### config.mk
export PLATFORM = sky130hd
export DESIGN_NAME = bulk_xfer_initiator
export DESIGN_NICKNAME = d
export VERILOG_FILES = /design/src/rtl/bulk_xfer_initiator.sv
export SDC_FILE = /design/constraint.sdc
export NUM_CORES = 1
export LEC_CHECK = 0
export CAP_MARGIN = 20
export CORE_ASPECT_RATIO = 1.75
export CORE_MARGIN = 5
export CORE_UTILIZATION = 41
export CTS_CLUSTER_DIAMETER = 200
export DETAILED_ROUTE_END_ITERATION = 8
export PLACE_DENSITY_LB_ADDON = 0.08
export SETUP_SLACK_MARGIN = 0.1
export SLEW_MARGIN = 20
export SYNTH_ARGS = -nofsm -noshare
export SYNTH_HDL_FRONTEND = slang
export SYNTH_SLANG_ARGS = --single-unit
### constraint.sdc
create_clock -name clk -period 1.8 [get_ports clk]
set_clock_uncertainty 0.15 [all_clocks]
set_input_delay 0.18 -clock clk [delete_from_list [all_inputs] [get_ports clk]]
set_output_delay 0.18 -clock clk [all_outputs]
set_load 0.01 [all_outputs]
### src/rtl/bulk_xfer_initiator.sv
// bulk_xfer_initiator
// Link-side initiator for a bulk IN/OUT endpoint pair. It moves IN bytes from the
// endpoint onto an AXIS master and OUT bytes from an AXIS slave into the endpoint.
// Used for on-chip loopback self-test and for bring-up without a USB host.

module bulk_xfer_initiator #(
  parameter bit HIGH_SPEED = 1'b1,
  parameter int MAX_PACKET = HIGH_SPEED ? 512 : 64,
  parameter int GAP_CYCLES = 4,
  parameter int IN_TIMEOUT = 64
) (
  input  logic       clk,
  input  logic       rst,
  input  logic       enable_i,
  // bulk IN side
  output logic       blk_in_xfer_o,
  input  logic       blk_xfer_in_has_data_i,
  input  logic [7:0] blk_xfer_in_data_i,
  input  logic       blk_xfer_in_data_valid_i,
  output logic       blk_xfer_in_data_ready_o,
  input  logic       blk_xfer_in_data_last_i,
  // bulk OUT side
  output logic       blk_out_xfer_o,
  input  logic       blk_xfer_out_ready_read_i,
  output logic [7:0] blk_xfer_out_data_o,
  output logic       blk_xfer_out_data_valid_o,
  // OUT data source
  input  logic       s_axis_tvalid,
  output logic       s_axis_tready,
  input  logic [7:0] s_axis_tdata,
  input  logic       s_axis_tlast,
  // IN data sink
  output logic       m_axis_tvalid,
  input  logic       m_axis_tready,
  output logic [7:0] m_axis_tdata,
  output logic       m_axis_tlast,
  output logic       in_timeout_o
);

  localparam int CNT_W  = $clog2(MAX_PACKET + 1);
  localparam int IDLE_W = $clog2(IN_TIMEOUT + 1);
  localparam int GAP_W  = $clog2(GAP_CYCLES + 1);

  typedef enum logic [1:0] {IDLE, IN_XFER, OUT_XFER, GAP} state_t;

  state_t            state;
  state_t            state_nxt;
  logic [CNT_W-1:0]  cnt;
  logic [IDLE_W-1:0] idle_cnt;
  logic [GAP_W-1:0]  gap_cnt;
  logic              last_was_in;
  logic              out_done;

  logic in_req;
  logic out_req;
  logic pick_in;
  logic cnt_at_max;
  logic in_hs;
  logic in_end;
  logic in_expire;
  logic out_hs;
  logic out_end;

  // Request decode, round-robin pick and per-beat handshake/end conditions
  always_comb begin
    in_req     = enable_i & blk_xfer_in_has_data_i & m_axis_tready;
    out_req    = enable_i & blk_xfer_out_ready_read_i & s_axis_tvalid;
    pick_in    = in_req & (~out_req | ~last_was_in);
    cnt_at_max = (cnt == CNT_W'(MAX_PACKET - 1));
    in_hs      = (state == IN_XFER) & blk_xfer_in_data_valid_i & m_axis_tready;
    in_end     = in_hs & (blk_xfer_in_data_last_i | cnt_at_max);
    in_expire  = (state == IN_XFER) & ~in_hs & (idle_cnt == IDLE_W'(IN_TIMEOUT - 1));
    out_hs     = (state == OUT_XFER) & ~out_done & s_axis_tvalid;
    out_end    = out_hs & (s_axis_tlast | cnt_at_max);
  end

  // State register
  always_ff @(posedge clk) begin
    if (rst) state <= IDLE;
    else     state <= state_nxt;
  end

  // Next-state logic; OUT lingers one cycle after its end beat so the last strobe lands inside it
  always_comb begin
    state_nxt = state;
    case (state)
      IDLE: begin
        if (pick_in)      state_nxt = IN_XFER;
        else if (out_req) state_nxt = OUT_XFER;
      end
      IN_XFER:  if (in_end || in_expire) state_nxt = GAP;
      OUT_XFER: if (out_done) state_nxt = GAP;
      GAP:      if (gap_cnt == GAP_W'(GAP_CYCLES - 1)) state_nxt = IDLE;
      default:  state_nxt = IDLE;
    endcase
  end

  // Outputs decoded from state; IN data path is a gated combinational pass-through
  always_comb begin
    blk_in_xfer_o            = (state == IN_XFER);
    blk_out_xfer_o           = (state == OUT_XFER);
    blk_xfer_in_data_ready_o = (state == IN_XFER) & m_axis_tready;
    m_axis_tvalid            = (state == IN_XFER) & blk_xfer_in_data_valid_i;
    m_axis_tdata             = (state == IN_XFER) ? blk_xfer_in_data_i : 8'h00;
    m_axis_tlast             = (state == IN_XFER) & (blk_xfer_in_data_last_i | cnt_at_max);
    s_axis_tready            = (state == OUT_XFER) & ~out_done;
  end

  // Beat counter, idle/gap counters, arbiter memory and OUT end flag
  always_ff @(posedge clk) begin
    if (rst) begin
      cnt         <= '0;
      idle_cnt    <= '0;
      gap_cnt     <= '0;
      last_was_in <= 1'b0;
      out_done    <= 1'b0;
    end else begin
      if (state != GAP && state_nxt == GAP) cnt <= '0;
      else if (in_hs || out_hs)             cnt <= cnt + CNT_W'(1);

      if (state != IN_XFER || in_hs) idle_cnt <= '0;
      else                           idle_cnt <= idle_cnt + IDLE_W'(1);

      if (state == GAP) gap_cnt <= gap_cnt + GAP_W'(1);
      else              gap_cnt <= '0;

      if (state == IDLE && state_nxt == IN_XFER)       last_was_in <= 1'b1;
      else if (state == IDLE && state_nxt == OUT_XFER) last_was_in <= 1'b0;

      if (state != OUT_XFER) out_done <= 1'b0;
      else if (out_end)      out_done <= 1'b1;
    end
  end

  // Registered OUT byte strobe (one cycle after the AXIS handshake) and timeout pulse
  always_ff @(posedge clk) begin
    if (rst) begin
      blk_xfer_out_data_o       <= 8'h00;
      blk_xfer_out_data_valid_o <= 1'b0;
      in_timeout_o              <= 1'b0;
    end else begin
      blk_xfer_out_data_valid_o <= out_hs;
      if (out_hs) blk_xfer_out_data_o <= s_axis_tdata;
      in_timeout_o <= in_expire;
    end
  end

  xfer_exclusive: assert property (@(posedge clk) !(blk_in_xfer_o && blk_out_xfer_o));

endmodule

# Word level (Yosys, flattened, before mapping)
# Index checks and enable logic that the tools add are counted.
[word_totals] register_bits=34 word_cells=68 in_bits=26
[classes] n_reduce_logical=12 muxes=9 n_bitwise=23 n_addsub=3 n_eq_ne=12
[op_table] op="bitwise AND 1 bit" count=15
[op_table] op="adder 10 x 1 -> 10 bit, second input constant" count=1
[op_table] op="equality test 10 x 9 -> 1 bit, second input constant" count=1
[op_table] op="two-way mux 2 bit" count=5
[op_table] op="equality test 2 bit, second input constant" count=4
[op_table] op="two-way mux 8 bit" count=1
[op_table] op="case mux 2 bit (4 select lines)" count=1
[op_table] op="OR reduction 2 bit" count=4
[op_table] op="adder 7 x 1 -> 7 bit, second input constant" count=1
[op_table] op="equality test 7 x 6 -> 1 bit, second input constant" count=1
[op_table] op="inverter 1 bit" count=5
[op_table] op="equality test 2 x 1 -> 1 bit, second input constant" count=2
[op_table] op="!= test 2 bit, second input constant" count=2
[op_table] op="adder 3 x 1 -> 3 bit, second input constant" count=1
[op_table] op="equality test 3 x 2 -> 1 bit, second input constant" count=1
[op_table] op="logical AND 1 bit" count=3
[op_table] op="logical OR 1 bit" count=3
[op_table] op="OR 1 bit" count=3
[op_table] op="logical NOT 2 bit" count=1
[op_table] op="two-way mux 1 bit" count=2
[op_table] op="!= test 2 x 1 -> 1 bit, second input constant" count=1
[op_table] op="nonzero test 2 bit" count=1

# Logic depth before layout (Yosys ltp)
[depth] word_depth=13 depth_mapped=6 mapped_depth_nobuf=6

# Least setup slack after synthesis
# Ideal clock, no wire load.
[synth_timing] kind="flip-flop to flip-flop" start="register idle_cnt[0]" end="register cnt[0]" slack_ns=0.112 path_stages_with_launch=6 period_less_slack_ns=1.688 arrival_ns=1.401 t_required_ns=1.513 setup_time_ns=0.137 cell_sequence="dfxtp_1 -> ha_1 -> nand3_1 -> or3_1 -> o221ai_2 -> nor3_1"
[synth_via] elab_chain_cells=8
[synth_lines] element="start, declared" line_no="49" text="logic [IDLE_W-1:0] idle_cnt;"
[synth_lines] element="start signal, assigned" line_no="122" text="else idle_cnt <= idle_cnt + IDLE_W'(1);"
[synth_lines] element="equality test 7 x 6 -> 1 bit" line_no="72" text="in_expire = (state == IN_XFER) & ~in_hs & (idle_cnt == IDLE_W'(IN_TIMEOUT - 1));"
[synth_lines] element="bitwise AND 1 bit" line_no="72"
[synth_lines] element="logical OR 1 bit" line_no="91" text="IN_XFER: if (in_end || in_expire) state_nxt = GAP;"
[synth_lines] element="two-way mux 2 bit" line_no="91"
[synth_lines] element="case mux 2 bit (4 select lines)" line_no="86" text="case (state)"
[synth_lines] element="equality test 2 bit" line_no="118" text="if (state != GAP && state_nxt == GAP) cnt <= '0;"
[synth_lines] element="logical AND 1 bit" line_no="118"
[synth_lines] element="OR reduction 2 bit (no line)"
[synth_lines] element="end signal, assigned" line_no="119" text="else if (in_hs || out_hs) cnt <= cnt + CNT_W'(1);"
[synth_lines] element="end, declared" line_no="48" text="logic [CNT_W-1:0] cnt;"
# No other way between the ends.
# A chain may end at the register's enable or synchronous reset.

# Worst setup path in the final report
[layout_timing] start="register state[1]" end="register cnt[9]"
[layout_via] elab_chain_cells=12 word_cells_on_any_way=24
[layout_lines] element="start, declared" line_no="46" text="state_t state;"
[layout_lines] element="start signal, assigned" line_no="80" text="else state <= state_nxt;"
[layout_lines] element="equality test 2 x 1 -> 1 bit" line_no="70, 72, 86"
[layout_lines] element="bitwise AND 1 bit (2 in a row)" line_no="70" text="in_hs = (state == IN_XFER) & blk_xfer_in_data_valid_i & m_axis_tready;"
[layout_lines] element="inverter 1 bit" line_no="72"
[layout_lines] element="bitwise AND 1 bit (2 in a row)" line_no="72"
[layout_lines] element="logical OR 1 bit" line_no="91"
[layout_lines] element="two-way mux 2 bit" line_no="91"
[layout_lines] element="case mux 2 bit (4 select lines)" line_no="86"
[layout_lines] element="equality test 2 bit" line_no="118"
[layout_lines] element="logical AND 1 bit" line_no="118"
[layout_lines] element="OR reduction 2 bit (no line)"
# Parallel ways exist; a longest one is shown, timed or not.

==> flow_metrics.tcl <==
set metrics [dict create \
    final-setup-viol-count 0 \
    synth_cells 184 \
    ant_nets 0 \
    worst_hold_slack_ns 0.284 \
    max_stage_delay_ns 0.36 \
    wl_per_cell_um 14.6 \
    crit_chain "buf_4, nand4b_4, buf_12, a2111oi_4, xnor2_1, nor3_2" \
    arrival_ns 1.71 \
    hold_depth 1 \
    mappedNetlistArea_um2 1610 \
    dominantRegCellSynth "dfxtp_1" \
    via_per_inst 5.16 \
    clock-sinks 34 \
    rr_worst_depth 6 \
    critPathLaunchType "flip-flop" \
    io_pins 50 \
    cpMaxStageDelayCell "dfxtp_4" \
    leakagePower_nw 1.04 \
    syn_nets 214 \
    core_area_um2 3830 \
    htree_levels 2 \
    ys_async_sr_fraction_pct 0 \
    totalWireLength_um 4720 \
    r2r_end "cnt[9]" \
    grt_max_degree 14 \
    worstReg2RegStart "state[1]" \
    detail_route.first_pass.iterations 4 \
    grtUsageTotal_pct 17.5 \
    clockBufferDepth 2 \
    fp.dieW_um 57.3 \
    stdcell_count 323 \
    ir_worst_vdd_uv 699 \
    synth-seq-cells 34 \
    grt_first_pass_wirelength_um 7420 \
    fp.dieArea_um2 5320 \
    port_buffers 49 \
    placed_area_um2 2370 \
    cts_hold_buf 0 \
    drive_gt1_share_pct 28.7 \
    required_ns 1.82 \
    cts_buffers 5 \
    hpwl_um 3490 \
    finalCoreUtilization_pct 69.7 \
    cp-end-kind "flip-flop" \
    clock.fmax_mhz 593 \
    area_delta_synth_final_pct 66.2 \
    r2r_slack_ns 0.11 \
    holdPathEnd "gap_cnt[0]" \
    finalSetupTns_ns 0 \
    critical_path_class "reg -> reg" \
    cts_tree "built" \
    status "complete, no violations" \
    synthDistinctLibCells 35 \
    period_share_pct 93.7 \
    power_mw 1.67 \
    grt_overflow 0 \
    start_util_pct 41.9 \
    relSlewSlack_pct 79.8 \
    drc 0 \
    worst_pin_slew_ns 0.301 \
    clk_pin_slew_ns 0.07 \
    hold_class "reg -> reg" \
    gp_congestion 0.752 \
    final_cell_mix "clkdlybuf4s50_1, buf_4, dfxtp_1, nand2_1, a21oi_1" \
    drv_cap 0 \
    synth_edf_count 0 \
    finalCriticalPeriod_ns 1.69 \
    syn_area_per_cell_um2 8.72 \
    crit_buf_inv 2 \
    final_hold_viol_count 0 \
    rows 30 \
    vias 1667 \
    clock_latency_ns 0.28 \
    path_delay_family "flip-flops" \
    finalNetCount 305 \
    placed_cells 305 \
    setup_ws_ns 0.113 \
    grt_pass1_vias 1780 \
    antenna_found_initial 0 \
    antenna-diode-count 0 \
    final_cell_area_um2 2670 \
    slew_violations 0 \
    hp-start "gap_cnt[0]" \
    ys.warnings.count 0 \
    root_buffer "clkbuf_8" \
    ys_seq_area_share_pct 42.4 \
    worstPathMaxFanout 8 \
    place_ws_ns -0.0808 \
    p_per_area_nw_per_um2 626 \
    die_y_um 92.8 \
    first_iter_violations 41 \
    rsz0062_at_grt "true" \
]
## flip-flops by register name, summed over array words and instances (netlist names)
register and count:
last_was_in 1, cnt 10, out_done 1, state 2, blk_xfer_out_data_valid_o 1, idle_cnt 7, gap_cnt 3, blk_xfer_out_data_o 8
in_timeout_o 1
## repair_timing
item | in CTS | in global routing
endpoints found under the setup margin | 25 | 24
gates resized for setup | 28 | 30
cloned | 1 | 1
pin swaps | 7 | 7
hold endpoints to repair | 0 | 0
buffers inserted | 5 | 5
## routing by layer
layer  vias to the layer above  track usage, %  routed length (um)
li1                        822               -                   -
met1                       786            15.4                1710
met2                        47            34.3                2630
met3                        12            5.44                 283
met4                         0            8.32                 101
met5                         -               0                   0
## logic make-up after synthesis
kind of cell	count (synthesis)	share of synthesized area, %
AO/OA/AOI/OAI	35	16.1
multiplexers	1	0.624
XOR/XNOR	12	6.55
AND/OR/NAND/NOR	85	27.5
buffers and inverters	13	3.74
flip-flops	34	42.4
adder cells (fa/ha/maj)	4	3.12
## synth_stat cells, types with 2 or more instances
cell,count,area share (%)
clkbuf_1,3,0.70
nor4_1,3,1.2
o21a_1,2,0.94
nand4_1,2,0.78
nor2_1,13,3.0
inv_1,5,1.2
nand2_1,24,5.6
ha_1,4,3.1
buf_2,3,0.94
o21ai_0,5,1.6
or3_1,2,0.78
a21oi_1,17,5.3
xor2_1,2,1.1
and2_1,11,4.3
a2111oi_4,2,3.4
nor3_1,11,3.4
nand3_1,10,3.1
dfxtp_1,34,42
xnor2_1,10,5.5
nor3_2,2,1.2
a211oi_1,4,1.9
buf_4,2,0.94
## power breakdown
part           total [mW]  switching [mW]  internal [mW]
Combinational       0.195          0.0783          0.117
Sequential          0.762         0.00544          0.757
Clock               0.712           0.269          0.443
## layout make-up
| cell class | instances | area (um^2) |
|---|---|---|
| flip-flops and latches | 34 | 691 |
| clock buffers | 6 | 82.6 |
| repair buffers | 92 | 817 |
| inverters | 5 | 18.8 |
| well taps | 48 | 60.1 |
| multi-input cells | 137 | 968 |
| fillers | 309 | 1160 |
| clock inverters | 1 | 30.0 |
## how the worst max path moves through the flow
| stage | from | endpoint | slack, ns | cells after the start |
|---|---|---|---|---|
| floorplan | idle_cnt[0] | cnt[0] | 0.11 | 5 |
| global placement | s_axis_tvalid | cnt[7] | -0.05 | 6 |
| detailed placement | cnt[0] | m_axis_tlast | -0.08 | 5 |
| CTS | cnt[0] | m_axis_tlast | 0.06 | 5 |
| global route | cnt[1] | m_axis_tlast | 0.02 | 5 |
| finish | state[1] | cnt[9] | 0.11 | 6 |
Power figures use the tool's default switching activity.
